$ cat src/rtl/alu_arbiter.sv
// Round-robin arbiter sharing one combinational ALU between two requesters.
// Optional grant counters (gnt_cnt0_o/gnt_cnt1_o) are enabled by defining ALU_ARB_STATS_EN.
module alu_arbiter #(
    parameter int WIDTH  = 32,
    parameter int FUNC_W = 4
) (
    input  logic                  clk,
    input  logic                  rst_n,
    input  logic [1:0]            req_valid_i,
    output logic [1:0]            req_ready_o,
    input  logic [2*WIDTH-1:0]    req_op1_i,
    input  logic [2*WIDTH-1:0]    req_op2_i,
    input  logic [2*FUNC_W-1:0]   req_func_i,
    output logic [1:0]            rsp_valid_o,
    input  logic [1:0]            rsp_ready_i,
    output logic [WIDTH-1:0]      rsp_result_o,
    output logic [3:0]            rsp_flags_o,
    output logic [WIDTH-1:0]      alu_op1_o,
    output logic [WIDTH-1:0]      alu_op2_o,
    output logic [FUNC_W-1:0]     alu_func_o,
    input  logic [WIDTH-1:0]      alu_result_i,
    input  logic [3:0]            alu_flags_i
`ifdef ALU_ARB_STATS_EN
    ,
    output logic [15:0]           gnt_cnt0_o,
    output logic [15:0]           gnt_cnt1_o
`endif
);

    localparam logic [1:0] S_IDLE = 2'd0;
    localparam logic [1:0] S_EXEC = 2'd1;
    localparam logic [1:0] S_RESP = 2'd2;

    logic [1:0]        r_state;
    logic              r_owner;
    logic              r_last_owner;
    logic [WIDTH-1:0]  r_op1;
    logic [WIDTH-1:0]  r_op2;
    logic [FUNC_W-1:0] r_func;
    logic [WIDTH-1:0]  r_result;
    logic [3:0]        r_flags;

    logic              w_gnt;
    logic              w_gnt_id;
    logic              w_rsp_done;
    logic [WIDTH-1:0]  w_sel_op1;
    logic [WIDTH-1:0]  w_sel_op2;
    logic [FUNC_W-1:0] w_sel_func;

    // Contention goes to the port that did not own the previous completed op.
    assign w_gnt_id   = (&req_valid_i) ? ~r_last_owner : req_valid_i[1];
    assign w_gnt      = rst_n && (r_state == S_IDLE) && (|req_valid_i);
    assign w_rsp_done = (r_state == S_RESP) && rsp_ready_i[r_owner];

    assign w_sel_op1  = w_gnt_id ? req_op1_i[WIDTH +: WIDTH]   : req_op1_i[0 +: WIDTH];
    assign w_sel_op2  = w_gnt_id ? req_op2_i[WIDTH +: WIDTH]   : req_op2_i[0 +: WIDTH];
    assign w_sel_func = w_gnt_id ? req_func_i[FUNC_W +: FUNC_W] : req_func_i[0 +: FUNC_W];

    assign req_ready_o  = w_gnt ? (w_gnt_id ? 2'b10 : 2'b01) : 2'b00;
    assign rsp_valid_o  = (r_state == S_RESP) ? (r_owner ? 2'b10 : 2'b01) : 2'b00;
    assign rsp_result_o = r_result;
    assign rsp_flags_o  = r_flags;
    assign alu_op1_o    = r_op1;
    assign alu_op2_o    = r_op2;
    assign alu_func_o   = r_func;

    always_ff @(posedge clk or negedge rst_n) begin
        if (!rst_n) begin
            r_state      <= S_IDLE;
            r_owner      <= 1'b0;
            r_last_owner <= 1'b1;
        end else begin
            case (r_state)
                S_IDLE: begin
                    if (w_gnt) begin
                        r_state <= S_EXEC;
                        r_owner <= w_gnt_id;
                    end
                end
                S_EXEC: r_state <= S_RESP;
                S_RESP: begin
                    if (w_rsp_done) begin
                        r_state      <= S_IDLE;
                        r_last_owner <= r_owner;
                    end
                end
                default: r_state <= S_IDLE;
            endcase
        end
    end

    // Operands are latched at grant and stay on the ALU bus until the next grant.
    always_ff @(posedge clk or negedge rst_n) begin
        if (!rst_n) begin
            r_op1  <= '0;
            r_op2  <= '0;
            r_func <= '0;
        end else if (w_gnt) begin
            r_op1  <= w_sel_op1;
            r_op2  <= w_sel_op2;
            r_func <= w_sel_func;
        end
    end

    always_ff @(posedge clk or negedge rst_n) begin
        if (!rst_n) begin
            r_result <= '0;
            r_flags  <= '0;
        end else if (r_state == S_EXEC) begin
            r_result <= alu_result_i;
            r_flags  <= alu_flags_i;
        end
    end

`ifdef ALU_ARB_STATS_EN
    logic [15:0] r_gnt_cnt0;
    logic [15:0] r_gnt_cnt1;

    always_ff @(posedge clk or negedge rst_n) begin
        if (!rst_n) begin
            r_gnt_cnt0 <= '0;
            r_gnt_cnt1 <= '0;
        end else if (w_gnt) begin
            if (!w_gnt_id && (r_gnt_cnt0 != 16'hFFFF)) r_gnt_cnt0 <= r_gnt_cnt0 + 16'd1;
            if (w_gnt_id && (r_gnt_cnt1 != 16'hFFFF))  r_gnt_cnt1 <= r_gnt_cnt1 + 16'd1;
        end
    end

    assign gnt_cnt0_o = r_gnt_cnt0;
    assign gnt_cnt1_o = r_gnt_cnt1;
`endif

endmodule

$ cat config.mk
export PLATFORM = sky130hd
export DESIGN_NAME = alu_arbiter
export DESIGN_NICKNAME = d
export VERILOG_FILES = /design/src/rtl/alu_arbiter.sv
export SDC_FILE = /design/constraint.sdc
export NUM_CORES = 1
export LEC_CHECK = 0
export BUFFER_PORTS_ARGS = -buffer_cell sky130_fd_sc_hd__buf_2
export CORE_ASPECT_RATIO = 1.5
export CORE_MARGIN = 2
export CORE_UTILIZATION = 35
export CTS_CLUSTER_DIAMETER = 150
export DETAILED_ROUTE_END_ITERATION = 12
export PLACE_DENSITY = 0.76
export SLEW_MARGIN = 20
export SYNTH_ARGS = -nofsm -noshare
export SYNTH_HDL_FRONTEND = slang
export SYNTH_SLANG_ARGS = --single-unit
$ cat constraint.sdc
create_clock -name clk -period 2.36 [get_ports clk]
set_input_delay 0.118 -clock clk [delete_from_list [all_inputs] [get_ports clk]]
set_output_delay 0.118 -clock clk [all_outputs]
set_load 0.05 [all_outputs]
==> out/qor.csv, run 1 <==
stage,metric,value,unit
clocking,numCtsBuffers,9,
layout,num_antenna_cells,0,
layout,finalNetCount,931,
timing,slew_viol_final,0,
floorplanning,ios,286,
yosys,ys_top_cells_by_count,"107 x dfrtp_1, 70 x nand2_1, 68 x a221o_1",
timing,maxSlewHeadroom,52.9,%
layout,multi_input_area,1870,um2
timing,fin_setup_tns,0,ns
power_and_ir_drop,p_per_area,1480,nW/um2
worst_setup_path,cp.required,2.24,ns
status,outcome,"finished, final reports clean",
worst_hold_path,hp-class,in2reg,
place,gp_congestion,0.839,
yosys,synth_top_area_share,56.2,%
clocking,root_buffer,clkbuf_16,
yosys,syn_avg_cell_area,11.6,um2
yosys,ys_types,24,
timing,timing.final.crit_share,94.6,%
route,drt-vias-per-instance,5.04,
grt,grt_pass1_vias,4865,
power_and_ir_drop,ir_worst_vdd,0.756,mV
power_and_ir_drop,p_leak,3.67,nW
clocking,cts.sinks,108,
worst_setup_path,worst_setup_path_start_kind,primary input,
yosys,ys_ff_latch,108,
floorplanning,core_area,13400,um2
timing,finalSetupViolations,0,
yosys,ys_async_sr_fraction,100,%
clocking,clk_pin_slew_worst_paths,0.08,ns
clocking,cts_tree,built,
timing,worstMarginPinSlew,0.707,ns
floorplanning,initial_core_util,35.6,%
layout,num-fill-cells,1164,
grt,grt_pass1_wl,24500,um
yosys,synth.cell_area,4770,um2
worst_hold_path,hold_path_depth,2,
grt,grt_max_degree,59,
yosys,ys_warn_count,0,
clocking,htree_levels,3,
layout,finalNonFillerCells,920,
place,dp.cells,827,
clocking,postCtsSetupRepairBufs,0,
floorplanning,dieArea,14600,um2
job,maxCapViolations,0,
worst_setup_path,r2r_cells,4,
route,wirelength,15700,um
clocking,clock_latency,0.35,ns
timing,min_period,2.23,ns
yosys,synthesis.instances,411,
grt,track_usage,21.2,%
floorplanning,die_h,147,um
place,hpwl,10700,um
yosys,synth_nets,589,
layout,area_delta_synth_final,54.5,%
route,dr.pass1.iters,4,
floorplanning,placementRows,52,
route,via_count,4633,
worst_setup_path,worst_setup_path_end_kind,output pin,
yosys,synth.largest_area_cell,dfrtp_1,
yosys,ys.flop_type,dfrtp_1,
yosys,synthTopCellsByArea,"dfrtp_1 56%, a221o_1 14%, mux2_2 8.7%",
timing,finClkSkew,0.0107,ns
grt,antenna_found_initial,3,
yosys,synth_edf_count,0,
floorplanning,die_x,99.3,um
layout,drive_gt1_share,48.3,%
grt,overflow,0,
worst_setup_path,cp_max_fo,34,
worst_setup_path,crit_type,in2out,
route,drtIter0Drc,117,
clocking,clockBufferDepth,2,
route,ant_nets,0,
worst_setup_path,cp.arrival,2.11,ns
place,io_buffers,285,
yosys,synth.most_common_cell,dfrtp_1,
timing,rsz0062_at_grt,false,
route,drcViolationCount,0,
yosys,ys_seq_area_share,56.7,%
timing,timing.fmax,448,MHz
route,wire_per_inst,17.1,um
layout,area.sequential,2700,um2
timing,finalHoldViolCount,0,
[registers in the layout, summed over array words and instances (netlist names)]
name          flops
alu_func_o        4
r_last_owner      1
r_state           2
alu_op2_o        32
r_owner           1
alu_op1_o        32
rsp_result_o     32
rsp_flags_o       4
[path summary, 6_finish.rpt]
check                               start              to  slack [ns]
max in group asynchronous           rst_n   alu_op2_o[29]        0.69
min reg2reg                rsp_flags_o[0]  rsp_flags_o[0]        0.50
max reg2reg                    r_state[0]    alu_op1_o[3]        0.48
min in group asynchronous           rst_n    alu_op2_o[6]        0.18
max                                 rst_n  req_ready_o[0]        0.13
min                         req_op2_i[46]   alu_op2_o[14]       0.008
[power by group]
group	internal, mW	switching, mW	total (mW)
clock	0.747	0.734	1.48
sequential	2.75	0.521	3.27
combinational	1.71	4.41	6.12
[kinds of logic (layout without fill, tap and decap cells)]
logic type / after synthesis / in the layout / synth area share, %
buffers and inverters: 45 / 392 / 4.62
AOI/OAI and AO/OA: 73 / 73 / 14.9
muxes: 37 / 37 / 8.74
and+or+nand+nor: 148 / 148 / 15.0
DFF: 108 / 108 / 56.7
[area by class of cell]
class / count / share of cell area (%)
clock buffer: 9 / 3.06
clock inverter: 7 / 0.918
inverter: 2 / 0.102
multi-input combinational: 258 / 25.4
sequential: 108 / 36.7
tap: 162 / 2.75
timing repair buffer: 374 / 31.1
[repair_timing]
| action | 4_1_cts | 5_1_grt |
|---|---|---|
| hold buffers | 77 | 0 |
| hold endpoints to repair | 126 | 0 |
| resized for setup | 0 | 0 |
[placed cells by master, fill, tap and decap left out]
master and n:
a21oi_1 2, a221o_1 68, and3_2 1, buf_2 284, buf_4 13, clkbuf_16 9, clkinv_4 2, clkinvlp_4 1
dfrtp_1 107, dfstp_2 1, dlygate4sd3_1 77, inv_1 2, inv_6 1, inv_8 3, mux2_2 37, nand2_1 70
nand2b_1 1, nand2b_2 1, nor2_1 2, nor2b_1 1, nor2b_4 1, nor3_1 59, nor3_2 9, nor3b_1 1
nor3b_2 1, o21ai_0 1, o21ai_4 1, o2bb2ai_1 1, or3b_4 1
[worst max-delay path, stage by stage]
cell	delay, ns
dlygate4sd3_1	0.57
buf_4	0.18
or3b_4	0.58
nor3b_2	0.34
buf_2	0.32
[per-layer routing]
| metal | vias to the layer above | global-route usage (%) | part of all wire, % |
|---|---|---|---|
| li1 | 2214 | - | - |
| met1 | 2166 | 23.1 | 38 |
| met2 | 219 | 38.7 | 52 |
| met3 | 32 | 5.42 | 7.3 |
| met4 | 2 | 8.49 | 3.1 |
| met5 | - | 0 | 0.070 |
[metrics by stage]
stage               util [%]  power [mW]  instance area (um2)  hold slack (ns)  setup slack, ns
global route            54.9        11.4                 7360          0.00715           0.0891
global placement        47.0        9.25                 6300          -0.0613            0.501
floorplan                  -        7.83                 4770           -0.178            0.279
detailed placement      47.0        9.33                 6300          -0.0598            0.494
finish                  54.9        10.9                 7360          0.00835            0.127
CTS                     54.9        10.9                 7360         0.000644            0.110
(Power assumes the default switching activity.)
==> run 2: changes to the inputs <==
Settings changed: CORE_ASPECT_RATIO 1.5 to default.
==> run 2 against run 1 <==
  * Final cell count up 2.3%
  * Count of clock-buffer cells in the layout up 1
  * Sequential share of layout area shrank 0.85 points
  * Final area is 2.4% higher
  * Sequential power about the same
  * Non-clock buffer count rose by 7
  * Utilization increased by 1.8 points
  * Global-route usage up 0.41 points
  * First-iteration DRC count increased to 3.0 times the previous value
==> out/qor.csv, run 2 (synthesis gave the netlist of run 1 again) <==
stage,metric,value,unit
status,outcome,"finished, final reports clean",
route,via_count,4866,
clocking,cts.sinks,108,
route,wire_per_inst,17.1,um
place,gp_congestion,0.849,
floorplanning,initial_core_util,35.8,%
worst_setup_path,cp.required,2.24,ns
clocking,clock_latency,0.35,ns
layout,drive_gt1_share,47.6,%
route,drt-vias-per-instance,5.17,
timing,worstMarginPinSlew,0.927,ns
layout,num_antenna_cells,0,
timing,min_period,2.11,ns
layout,final_common_cell,buf_2,
worst_hold_path,hp-class,in2reg,
floorplanning,ios,286,
clocking,postCtsSetupRepairBufs,0,
timing,holdWs,0.0103,ns
worst_setup_path,crit_type,in2out,
timing,finalSetupViolations,0,
worst_setup_path,cp_slowest_stage_delay,0.55,ns
worst_setup_path,cp_max_fo,18,
place,pre_cts_ws,0.361,ns
layout,area.sequential,2700,um2
floorplanning,dieArea,14600,um2
layout,final_cell_mix,"284 x buf_2, 107 x dfrtp_1, 87 x dlygate4sd3_1, 70 x nand2_1, 68 x a221o_1",
layout,area_delta_synth_final,58.2,%
power_and_ir_drop,ir_worst_vdd,0.697,mV
floorplanning,die_x,121,um
route,ant_nets,0,
clocking,numCtsBuffers,9,
layout,num-fill-cells,1095,
worst_setup_path,worst_setup_path_start_kind,primary input,
worst_setup_path,slowest_stage,dlygate4sd3_1,
timing,fin_setup_tns,0,ns
grt,grt_pass1_vias,4894,
timing,maxSlewHeadroom,38.2,%
clocking,cts_tree,built,
grt,grt_max_degree,73,
timing,fin_ws,0.251,ns
layout,finalNonFillerCells,941,
route,drcViolationCount,0,
grt,grt_pass1_wl,24500,um
floorplanning,die_h,121,um
timing,rsz0062_at_grt,false,
worst_setup_path,worst_setup_path_end_kind,output pin,
floorplanning,placementRows,42,
worst_setup_path,cp_cell_sequence,dlygate4sd3_1 > buf_4 > or3b_4 > nor3b_2 > buf_2,
route,dr.pass1.iters,4,
clocking,clk_pin_slew_worst_paths,0.07,ns
timing,finalHoldViolCount,0,
floorplanning,core_area,13300,um2
clocking,clockBufferDepth,2,
place,dp.cells,838,
power_and_ir_drop,p_per_area,1470,nW/um2
worst_setup_path,cp.arrival,1.99,ns
grt,antenna_found_initial,0,
grt,track_usage,21.6,%
timing,timing.final.crit_share,89.4,%
layout,multi_input_area,1870,um2
timing,timing.fmax,474,MHz
place,hpwl,10200,um
clocking,htree_levels,3,
route,wirelength,16100,um
power_and_ir_drop,p_leak,3.72,nW
timing,slew_viol_final,0,
grt,overflow,0,
clocking,root_buffer,clkbuf_16,
job,maxCapViolations,0,
layout,finalNetCount,938,
place,io_buffers,285,
timing,finClkSkew,0.00980,ns
route,drtIter0Drc,354,
power_and_ir_drop,total_power,11.1,mW
==> run 2: cell types whose count changed in the layout (fill, tap and decap cells not counted), sizes merged <==
cell,previous run,this run
clkbuf,9,10
inv,6,2
dlygate4sd3,77,87
clkinvlp,1,3
buf,297,294
bufinv,0,2
clkinv,2,1
==> run 2: path summary, 6_finish.rpt <==
path	slack, ns	start	cells after the start	endpoint
max	0.25	rst_n	5	req_ready_o[0]
min	0.01	req_op1_i[53]	2	alu_op1_o[21]
max reg2reg	0.60	r_state[0]	4	alu_op1_o[22]
min reg2reg	0.50	rsp_result_o[21]	1	rsp_result_o[21]
max in group asynchronous	0.94	rst_n	3	alu_op1_o[20]
min in group asynchronous	0.23	rst_n	2	rsp_flags_o[2]
==> run 2: cell type report <==
type,instances,area share (%)
multi-input cells,258,24.8
inverters,2,0.0996
clock inverters,6,1.16
flip-flops and latches,108,35.9
clock buffers,10,3.17
well taps,176,2.92
repair buffers,381,32.0
==> run 2: where the power goes <==
group	internal [mW]	switching, mW
combinational	1.75	4.44
sequential	2.75	0.538
clock	0.957	0.672
total	5.46	5.65
==> run 2: critical path, delay by kind of cell <==
family,cells,cell delay (ns)
buffers and inverters,3,1.11
AND/OR/NAND/NOR,2,0.74
==> run 2: routing by layer <==
layer	routed length [um]	global-route usage (%)	up-vias
li1	-	-	2227
met1	6300	25.1	2323
met2	8230	38.1	272
met3	1010	3.96	44
met4	563	10.9	0
met5	0	0	-
==> run 2: metrics by stage <==
| stage | instance area (um2) | util, % |
|---|---|---|
| floorplan | 4770 | - |
| global placement | 6330 | 47.6 |
| detailed placement | 6330 | 47.6 |
| CTS | 7510 | 56.5 |
| global route | 7540 | 56.7 |
| finish | 7540 | 56.7 |
==> run 2: what timing repair did <==
action                                  CTS  global route
hold buffers                             85             2
endpoints found under the setup margin    0            43
hold endpoints to repair                120             2
resized for setup                         0             3
==> run 3: changes to the inputs <==
Settings changed: CTS_BUF_LIST from default to sky130_fd_sc_hd__clkbuf_16.
==> run 3 against run 2 <==
  * Fmax is 0.24% lower
  * Critical path depth stayed put
  * Count of clock-buffer cells in the layout is 1 lower
  * Worst hold slack better by 0.0020 ns
  * Non-clock buffer count stayed put
  * Combinational power hardly changed
  * Critical endpoint unchanged
==> out/qor.csv, run 3 (synthesis gave the netlist of run 1 again) <==
stage,metric,value,unit
timing,min_period,2.11,ns
power_and_ir_drop,p_leak,3.72,nW
grt,overflow,0,
timing,slew_viol_final,0,
timing,timing.fmax,473,MHz
worst_setup_path,ff2ff_setup_slack,0.60,ns
layout,final_cell_mix,"284 x buf_2, 107 x dfrtp_1, 87 x dlygate4sd3_1, 70 x nand2_1, 68 x a221o_1",
clocking,cts_tree,built,
power_and_ir_drop,p_per_area,1470,nW/um2
timing,rsz0062_at_grt,false,
clocking,cts.sinks,108,
job,maxCapViolations,0,
clocking,clk_pin_slew_worst_paths,0.07,ns
power_and_ir_drop,seq_power_share,29.7,%
route,ant_nets,0,
worst_setup_path,cp.arrival,2.00,ns
worst_setup_path,worstReg2RegStart,r_state[0],
worst_setup_path,crit_type,in2out,
timing,fin_ws,0.246,ns
power_and_ir_drop,switching_share,51.0,%
timing,maxSlewHeadroom,39.5,%
worst_setup_path,cp_top_family,buffers and inverters,
clocking,clockBufferDepth,2,
clocking,postCtsSetupRepairBufs,0,
worst_setup_path,slowest_stage,dlygate4sd3_1,
layout,utilization,56.6,%
worst_hold_path,hold_start,req_op1_i[53],
floorplanning,die_h,121,um
clocking,root_buffer,clkbuf_16,
worst_setup_path,cp_max_fo,18,
place,hpwl,10200,um
timing,finalHoldViolCount,0,
floorplanning,ios,286,
power_and_ir_drop,p_clk_share,14.3,%
power_and_ir_drop,total_power,11.1,mW
worst_setup_path,r2r_cells,4,
timing,finalSetupViolations,0,
place,pre_cts_ws,0.361,ns
timing,finClkSkew,0.00705,ns
worst_setup_path,worst_setup_path_end_kind,output pin,
worst_hold_path,holdPathEnd,alu_op1_o[21],
layout,num_antenna_cells,0,
worst_setup_path,cp_slowest_stage_delay,0.56,ns
floorplanning,dieArea,14600,um2
grt,grt_pass1_vias,4894,
route,wirelength,16000,um
layout,drive_gt1_share,47.5,%
clocking,htree_levels,3,
layout,area_delta_synth_final,58.0,%
timing,holdWs,0.0122,ns
worst_setup_path,worst_setup_path_start_kind,primary input,
clocking,clock_latency,0.35,ns
power_and_ir_drop,combPwrFrac,55.9,%
floorplanning,die_x,121,um
route,drcViolationCount,0,
clocking,numCtsBuffers,9,
route,drtIter0Drc,397,
place,io_buffers,285,
worst_hold_path,hp-class,in2reg,
status,outcome,"finished, final reports clean",
timing,fin_setup_tns,0,ns
timing,worstMarginPinSlew,0.907,ns
route,drt-vias-per-instance,5.12,
floorplanning,placementRows,42,
grt,antenna_found_initial,0,
worst_setup_path,worstReg2RegEnd,alu_op1_o[22],
layout,final_common_cell,buf_2,
grt,grt_max_degree,73,
power_and_ir_drop,intPower,5.43,mW
worst_setup_path,cp_cell_sequence,dlygate4sd3_1 > buf_4 > or3b_4 > nor3b_2 > buf_2,
worst_setup_path,crit_buf_inv,3,
layout,finalNetCount,938,
worst_hold_path,hold_path_depth,2,
route,dr.pass1.iters,5,
power_and_ir_drop,ir_worst_vdd,0.697,mV
worst_setup_path,cp.required,2.24,ns
route,via_count,4819,
power_and_ir_drop,switching_power,5.64,mW
route,wire_per_inst,17.0,um
grt,track_usage,21.6,%
place,gp_congestion,0.849,
floorplanning,initial_core_util,35.8,%
grt,grt_pass1_wl,24500,um
floorplanning,core_area,13300,um2
timing,timing.final.crit_share,89.6,%
-- run 3: cell count changes in the layout (fill, tap and decap cells not counted) --
| cell | change |
|---|---|
| clkinv_1 | +1 |
| clkbuf_8 | -1 |
-- run 3: worst register-to-register path, delay by kind of cell, from the launching register on --
kind	cells	cell delay, ns
simple gates	2	0.67
flops	1	0.43
buf+inv	1	0.34
compound gates	1	0.26
-- run 3: worst max path at each step --
stage / startpoint / cells after the start / end / slack [ns]
3_3_place_gp: r_state[0] / 4 / alu_op1_o[10] / 0.42
4_1_cts: rst_n / 5 / req_ready_o[0] / 0.05
2_1_floorplan: r_state[0] / 6 / r_owner / 0.28
6_report: rst_n / 5 / req_ready_o[0] / 0.25
3_5_place_dp: r_state[0] / 4 / alu_op2_o[24] / 0.36
5_1_grt: rst_n / 5 / req_ready_o[0] / 0.14
-- run 3: cell type report --
class / instances / area [um2]
multi-input combinational: 258 / 1870
tap: 176 / 220
clock buffer: 9 / 225
timing repair buffer: 381 / 2410
inverter: 2 / 7.51
fill: 1096 / 5770
sequential: 108 / 2700
clock inverter: 7 / 91.3
-- run 3: power groups by stage --
stage / clock (mW) / sequential [mW] / combinational [mW]
after floorplan: 0 / 6.29 / 1.54
after global placement: 0 / 3.29 / 6.00
after detailed placement: 0 / 3.26 / 6.09
after CTS: 1.63 / 3.27 / 6.19
after global routing: 1.72 / 3.39 / 6.48
final: 1.59 / 3.29 / 6.19
-- run 3: timing repair --
item                                    CTS  global route
endpoints found under the setup margin    0            43
resized for setup                         0             3
hold buffers                             85             2
endpoints found under the hold margin   120             2
-- run 3: per-layer routing --
layer,wire length [um],part of all wire [%],track usage [%]
met1,6240,39,25.1
met2,8170,51,38.1
met3,983,6.1,3.96
met4,593,3.7,10.9
met5,0,0,0
-- run 3: stage by stage --
step,instance area (um2),std cells
2_1_floorplan,4770,411
3_3_place_gp,6330,838
3_5_place_dp,6330,838
4_1_cts,7500,939
5_1_grt,7530,941
6_report,7530,941
